## src/rtl/count_share_controller_pkg.sv

```systemverilog
// ---------------------------------------------------------------------------
// count_share_controller_pkg
//   Shared definitions for the count-share controller slice: the default
//   counter width, the controller FSM state encoding and a small grant helper.
//   Ports: none (package).
// ---------------------------------------------------------------------------
package count_share_controller_pkg;

  localparam int DEF_SIZE = 4;

  typedef enum logic [1:0] {
    IDLE  = 2'd0,
    CLEAR = 2'd1,
    RUN   = 2'd2,
    DONE  = 2'd3
  } state_t;

  // Converts a requester index into the one-hot {gnt1,gnt0} pattern.
  function automatic logic [1:0] onehot_grant(input logic idx);
    return idx ? 2'b10 : 2'b01;
  endfunction

endpackage

```

## src/rtl/count_share_controller_if.sv

```systemverilog
// ---------------------------------------------------------------------------
// count_share_controller_if
//   Bundles the requester handshake, the datapath control/return signals and
//   the status outputs of the count-share controller.
//   Signals:
//     req0, req1        requester levels
//     limit0, limit1    requester terminal counts (SIZE bits)
//     count_dp          count returned by the external datapath (SIZE bits)
//     clr_dp, en_dp     datapath synchronous clear / count enable
//     gnt               one-hot grant {gnt1,gnt0}
//     done, done_id     completion pulse and finished requester index
//     busy              controller not idle
//   Modports:
//     master  requester/datapath side (drives requests, limits, count)
//     slave   controller side
// ---------------------------------------------------------------------------
interface count_share_controller_if
  import count_share_controller_pkg::*;
#(
  parameter int SIZE = DEF_SIZE
) ();

  logic            req0;
  logic            req1;
  logic [SIZE-1:0] limit0;
  logic [SIZE-1:0] limit1;
  logic [SIZE-1:0] count_dp;
  logic            clr_dp;
  logic            en_dp;
  logic [1:0]      gnt;
  logic            done;
  logic            done_id;
  logic            busy;

  modport master (
    output req0, req1, limit0, limit1, count_dp,
    input  clr_dp, en_dp, gnt, done, done_id, busy
  );

  modport slave (
    input  req0, req1, limit0, limit1, count_dp,
    output clr_dp, en_dp, gnt, done, done_id, busy
  );

endinterface

```

## src/rtl/count_share_controller_rr_arbiter_2.sv

```systemverilog
// ---------------------------------------------------------------------------
// rr_arbiter_2
//   Purely combinational two-way round-robin arbiter. The caller owns the
//   'last' register and updates it with 'winner' when it takes the grant.
//   Ports:
//     req     in  2  request vector {req1,req0}
//     last    in  1  index granted most recently
//     winner  out 1  index that wins this cycle (meaningful when any=1)
//     any     out 1  at least one request present
// ---------------------------------------------------------------------------
module rr_arbiter_2 (
  input  logic [1:0] req,
  input  logic       last,
  output logic       winner,
  output logic       any
);

  // A lone request always wins; on a tie the index that did not win last
  // time gets the grant.
  always_comb begin
    any    = |req;
    winner = 1'b0;
    if (req == 2'b11) begin
      winner = ~last;
    end else if (req[1]) begin
      winner = 1'b1;
    end
  end

endmodule

```

## src/rtl/count_share_controller.sv

```systemverilog
// ---------------------------------------------------------------------------
// count_share_controller
//   Time-shares one external binary-counter datapath between two requesters.
//   A request is granted round-robin, the winner's terminal count is latched,
//   the datapath is cleared for one cycle and then enabled until its count
//   reaches the latched limit, after which a one-cycle done pulse is issued.
//   Ports:
//     clk   in  1  clock, all state changes on posedge
//     rst   in  1  synchronous active-high reset
//     bus   slave modport of count_share_controller_if (requests, limits,
//           count_dp in; clr_dp, en_dp, gnt, done, done_id, busy out)
// ---------------------------------------------------------------------------
module count_share_controller
  import count_share_controller_pkg::*;
#(
  parameter int SIZE = DEF_SIZE
) (
  input logic                     clk,
  input logic                     rst,
  count_share_controller_if.slave bus
);

  state_t          state;
  state_t          next_state;
  logic [SIZE-1:0] limit_q;
  logic [1:0]      gnt_q;
  logic            owner;
  logic            last;
  logic            winner;
  logic            any;
  logic            owner_req;
  logic            at_limit;

  rr_arbiter_2 u_arb (
    .req    ({bus.req1, bus.req0}),
    .last   (last),
    .winner (winner),
    .any    (any)
  );

  // Only the current owner's request matters once granted; the other
  // requester waits for the next IDLE.
  assign owner_req = owner ? bus.req1 : bus.req0;
  assign at_limit  = (bus.count_dp == limit_q);

  always_ff @(posedge clk) begin
    if (rst) begin
      state <= IDLE;
    end else begin
      state <= next_state;
    end
  end

  // An owner dropping its request in CLEAR or RUN abandons the job, and
  // that takes priority over reaching the limit.
  always_comb begin
    next_state = state;
    unique case (state)
      IDLE:  if (any) next_state = CLEAR;
      CLEAR: next_state = owner_req ? RUN : IDLE;
      RUN: begin
        if (!owner_req) begin
          next_state = IDLE;
        end else if (at_limit) begin
          next_state = DONE;
        end
      end
      DONE:  next_state = IDLE;
      default: next_state = IDLE;
    endcase
  end

  // Grant-time registers. 'last' resets to 1 so requester 0 wins the first
  // tie after reset. The grant is cleared whenever the FSM heads to IDLE.
  always_ff @(posedge clk) begin
    if (rst) begin
      gnt_q   <= 2'b00;
      limit_q <= '0;
      owner   <= 1'b0;
      last    <= 1'b1;
    end else if (state == IDLE && any) begin
      gnt_q   <= onehot_grant(winner);
      limit_q <= winner ? bus.limit1 : bus.limit0;
      owner   <= winner;
      last    <= winner;
    end else if (next_state == IDLE) begin
      gnt_q <= 2'b00;
    end
  end

  // Everything except gnt decodes from the state; en_dp also looks at the
  // returned count so the datapath stops exactly on the limit.
  always_comb begin
    bus.clr_dp  = 1'b0;
    bus.en_dp   = 1'b0;
    bus.done    = 1'b0;
    bus.done_id = 1'b0;
    bus.busy    = (state != IDLE);
    bus.gnt     = gnt_q;
    unique case (state)
      CLEAR: bus.clr_dp = 1'b1;
      RUN:   bus.en_dp  = ~at_limit;
      DONE: begin
        bus.done    = 1'b1;
        bus.done_id = owner;
      end
      default: ;
    endcase
  end

endmodule

```

## src/flat_wrapper.sv

```systemverilog
// flat-port wrapper written by rule: the top's interface ports become plain ports
module count_share_controller_flat import count_share_controller_pkg::*;
#(
  parameter int SIZE = DEF_SIZE
)
  (clk, rst, bus_req0, bus_req1, bus_limit0, bus_limit1, bus_count_dp, bus_clr_dp, bus_en_dp, bus_gnt, bus_done, bus_done_id, bus_busy);
  count_share_controller_if #(.SIZE(SIZE)) bus_i ();
  input logic clk;
  input logic rst;
  input wire logic [$bits(bus_i.req0)-1:0] bus_req0;
  input wire logic [$bits(bus_i.req1)-1:0] bus_req1;
  input wire logic [$bits(bus_i.limit0)-1:0] bus_limit0;
  input wire logic [$bits(bus_i.limit1)-1:0] bus_limit1;
  input wire logic [$bits(bus_i.count_dp)-1:0] bus_count_dp;
  output wire logic [$bits(bus_i.clr_dp)-1:0] bus_clr_dp;
  output wire logic [$bits(bus_i.en_dp)-1:0] bus_en_dp;
  output wire logic [$bits(bus_i.gnt)-1:0] bus_gnt;
  output wire logic [$bits(bus_i.done)-1:0] bus_done;
  output wire logic [$bits(bus_i.done_id)-1:0] bus_done_id;
  output wire logic [$bits(bus_i.busy)-1:0] bus_busy;
  assign bus_i.req0 = bus_req0;
  assign bus_i.req1 = bus_req1;
  assign bus_i.limit0 = bus_limit0;
  assign bus_i.limit1 = bus_limit1;
  assign bus_i.count_dp = bus_count_dp;
  assign bus_clr_dp = bus_i.clr_dp;
  assign bus_en_dp = bus_i.en_dp;
  assign bus_gnt = bus_i.gnt;
  assign bus_done = bus_i.done;
  assign bus_done_id = bus_i.done_id;
  assign bus_busy = bus_i.busy;
  count_share_controller #(.SIZE(SIZE)) u_core (.clk(clk), .rst(rst), .bus(bus_i));
endmodule
```

## config.mk

```make
export PLATFORM = sky130hd
export DESIGN_NAME = count_share_controller_flat
export DESIGN_NICKNAME = d
export VERILOG_FILES = /design/src/rtl/count_share_controller_pkg.sv /design/src/rtl/count_share_controller_if.sv /design/src/rtl/count_share_controller_rr_arbiter_2.sv /design/src/rtl/count_share_controller.sv /design/src/flat_wrapper.sv
export SDC_FILE = /design/constraint.sdc
export NUM_CORES = 1
export LEC_CHECK = 0
export CAP_MARGIN = 15
export CORE_AREA = 5 5 42 44
export DETAILED_ROUTE_END_ITERATION = 16
export DIE_AREA = 0 0 47 49
export HOLD_SLACK_MARGIN = 0.05
export PLACE_DENSITY = 0.78
export SYNTH_ARGS = -nofsm -noshare
export SYNTH_HDL_FRONTEND = slang
export SYNTH_HIERARCHICAL = 1
export SYNTH_SLANG_ARGS = --single-unit
```

## constraint.sdc

```tcl
create_clock -name clk -period 2.73 [get_ports clk]
set_input_delay 0.273 -clock clk [delete_from_list [all_inputs] [get_ports clk]]
set_output_delay 0.273 -clock clk [all_outputs]
set_load 0.005 [all_outputs]
```

==> impl_results.md <==
- Die Y: 49 microns
- Clk slew on worst S/H paths: 0.07 ns
- Worst Setup Path Type: input port to output port
- Final Cell Area: 808 sq um
- Site Rows: 14
- Layout cell share with drive strength beyond 1: 0.200
- Vias: 436
- IR drop worst, VDD: 0.375 mV
- Syn avg cell area: 10.7 sq um
- Root Buffer: clkbuf_4
- Crit path launch: bus_count_dp[3]
- Via density: 4.79
- Delay of the slowest critical-path stage: 0.46 ns
- RePlAce Congestion: 0.652
- Least-Margin Pin Slew: 0.577 ns
- Max Fclk: 478 MHz
- Clk buf depth: 2
- Reg2reg end: u_core/bus.gnt[1]$_SDFFE_PP0P_
- Antenna diode count: 0
- Cts repair resizes: 0
- Critical path depth: 5
- Worst Path Max Fanout: 2
- Final setup fails: 0
- 1st-iter DRT viols: 2
- Yosys warning total: 6
- CP Data Arrival Time: 1.82 ns
- FF+latch count, synth: 10
- CP top delay family: buffers and inverters
- Largest net degree at the start of global routing: 13
- Vias in the first global route: 401
- Syn Std Cell Area: 556 sq um
- Status: finished, final reports clean
- Final net count: 92
- Area growth, synth to finish: 45.5%
- First-pass GRT wire length: 1710 microns
- Crit path required time: 2.46 ns
- Placeable Area: 0.00140 sq mm
- Slowest cell on crit path: clkdlybuf4s50_1
- Layout fillers: 132
- Worst Skew: 0.00407 ns
- Pins Over Slew Limit: 0
- H-tree Lvls: 1
- Worst-path cell chain: clkdlybuf4s50_1 > xor2_1 > nor4_1 > nor3b_1 > clkdlybuf4s50_1
- Global route overflow: 0
- Die width: 47 microns
- PwrDens: 508 mW/mm^2
- Register area share after synthesis: 0.360
- Post-DR wirelength/cell: 11.6 microns
- Port bufs: 22
- Tot GR Track Use: 0.104
- Min-Delay Path Class: flip-flop to flip-flop
- Clk_lat worst skew: 0.26 ns
- Leak pwr: 0.000326 uW
- Initial antenna violation count: 0
- Syn Nets: 68
- Setup crit start kind: input port
- Slew HR: 0.615
- Final setup TNS: 0 ns
- Netlist cell types: 25
- Final cycle utilization of the critical path: 0.766
- CP endpoint kind: output port
- Worst R2R Setup Slack: 1.30 ns
- Origin of the critical flop-to-flop path: u_core/state[1]$_SDFF_PP0_
- # Max-Cap Violations: 0
- CTS tree: built
- IO Pins: 23
- Clock sinks: 10
- Crit-path most repeated cell: clkdlybuf4s50_1
- Antenna viol nets, final: 0
- TritonCTS Buffers: 3
- Final Hold Fails: 0
- Post-synthesis cell count: 52
- Unrepaired setup endpoints after global routing: false
- Post-CTS Setup Bufs: 0
- Tmin final: 2.09 ns
- Worst r2r path cells: 3
- Worst setup path end: bus_en_dp
- WP buf/inv: 2
- DR DRC count: 0
- # hold bufs at CTS: 0
- Starting Density: 0.396
- Post-Place Cell Area: 772 sq um
- Final wirelength: 1060 microns
- DIE AREA: 0.00230 sq mm
- Final HPWL DP: 877 microns
- Initial DRT Pass Iterations: 3
==> flip-flops by register name, summed over array words and instances (netlist names) <==
signal	flops
u_core/bus.gnt	2
u_core/last	1
u_core/limit_q	4
u_core/owner	1
u_core/state	2
==> cells in the mapped netlist (all sizes together) <==
library cell  instances  area, sq um
a211oi                4         50.1
inv                   1         3.75
a22o                  2         17.5
xnor2                 1         8.76
dfxtp                10          200
and2                  1         7.51
and3                  1         7.51
xor2                  4         35.0
nor4                  1         6.26
nor3                  1         16.3
a21o                  1         7.51
mux2i                 6         60.1
buf                   3         27.5
nor4b                 1         8.76
nor3b                 2         26.3
nor2                  5         18.8
a211o                 1         8.76
a21boi                1         7.51
and2b                 1         8.76
clkbuf                1         3.75
nor2b                 2         12.5
or2                   2         12.5
==> how the worst min path moves through the flow <==
stage                                         startpoint                             end  cells past startpoint
final                     u_core/bus.gnt[1]$_SDFFE_PP0P_  u_core/bus.gnt[1]$_SDFFE_PP0P_                      1
after global routing      u_core/bus.gnt[0]$_SDFFE_PP0P_  u_core/bus.gnt[0]$_SDFFE_PP0P_                      1
after CTS                 u_core/bus.gnt[1]$_SDFFE_PP0P_  u_core/bus.gnt[1]$_SDFFE_PP0P_                      1
after detailed placement  u_core/bus.gnt[1]$_SDFFE_PP0P_  u_core/bus.gnt[1]$_SDFFE_PP0P_                      1
after global placement    u_core/bus.gnt[0]$_SDFFE_PP0P_  u_core/bus.gnt[0]$_SDFFE_PP0P_                      1
after floorplan           u_core/bus.gnt[0]$_SDFFE_PP0P_  u_core/bus.gnt[0]$_SDFFE_PP0P_                      1
==> metal layers <==
| metal | routed length (microns) | track usage | vias up |
|---|---|---|---|
| li1 | - | - | 227 |
| met1 | 397 | 0.116 | 187 |
| met2 | 495 | 0.161 | 20 |
| met3 | 135 | 0.0332 | 2 |
| met4 | 27 | 0.0691 | 0 |
| met5 | 0 | 0 | - |
==> cell type report <==
class                   count  area [sq um]  area share
clock buffers               4          36.3      0.0449
inverters                   1          3.75     0.00464
multi-input cells          37           320       0.396
flip-flops and latches     10           200       0.248
well taps                  16          20.0      0.0248
repair buffers             23           228       0.282
==> through the flow <==
step	util	instances	power, uW	setup WS (ns)	hold slack [ns]
after floorplan	-	52	244	1.57	0.474
after global placement	0.551	87	281	0.665	0.466
after detailed placement	0.551	87	284	0.626	0.468
after CTS	0.577	91	417	0.619	0.485
after global routing	0.577	91	437	0.571	0.513
final	0.577	91	410	0.640	0.476
==> placed cells by master, fill, tap and decap left out <==
master           synthesis  routed
and2b_2                  1       1
mux2i_1                  6       6
clkbuf_8                 0       1
inv_1                    1       1
nor3b_4                  1       1
a211oi_2                 4       4
nor4_1                   1       1
nor4b_1                  1       1
xor2_1                   4       4
nor2b_1                  2       2
nor2_1                   5       5
and2_2                   1       1
or2_1                    1       1
a21boi_1                 1       1
and3_2                   1       1
a211o_1                  1       1
xnor2_1                  1       1
buf_4                    0       1
clkbuf_4                 0       3
nor3b_1                  1       1
or2_2                    1       1
a22o_1                   2       2
nor3_4                   1       1
dfxtp_1                 10      10
clkdlybuf4s50_1          0      22
a21o_1                   1       1
==> where the power goes <==
group | switching [uW] | internal (uW) | leakage (uW)
clock network | 50.7 | 81.0 | 0.0000210
registers | 13.0 | 161 | 0.0000828
logic | 41.0 | 63.8 | 0.000223
==> kinds of logic (layout without fill, tap and decap cells) <==
kind of cell | Yosys count | count (layout) | share of synthesized area
muxes | 6 | 6 | 0.108
DFF | 10 | 10 | 0.360
xor gates and xnor gates | 5 | 5 | 0.0788
buffers and inverters | 5 | 28 | 0.0630
AOI/OAI and AO/OA | 9 | 9 | 0.164
and+or+nand+nor | 17 | 17 | 0.225
Note: power is estimated with default switching activity, not from simulation.
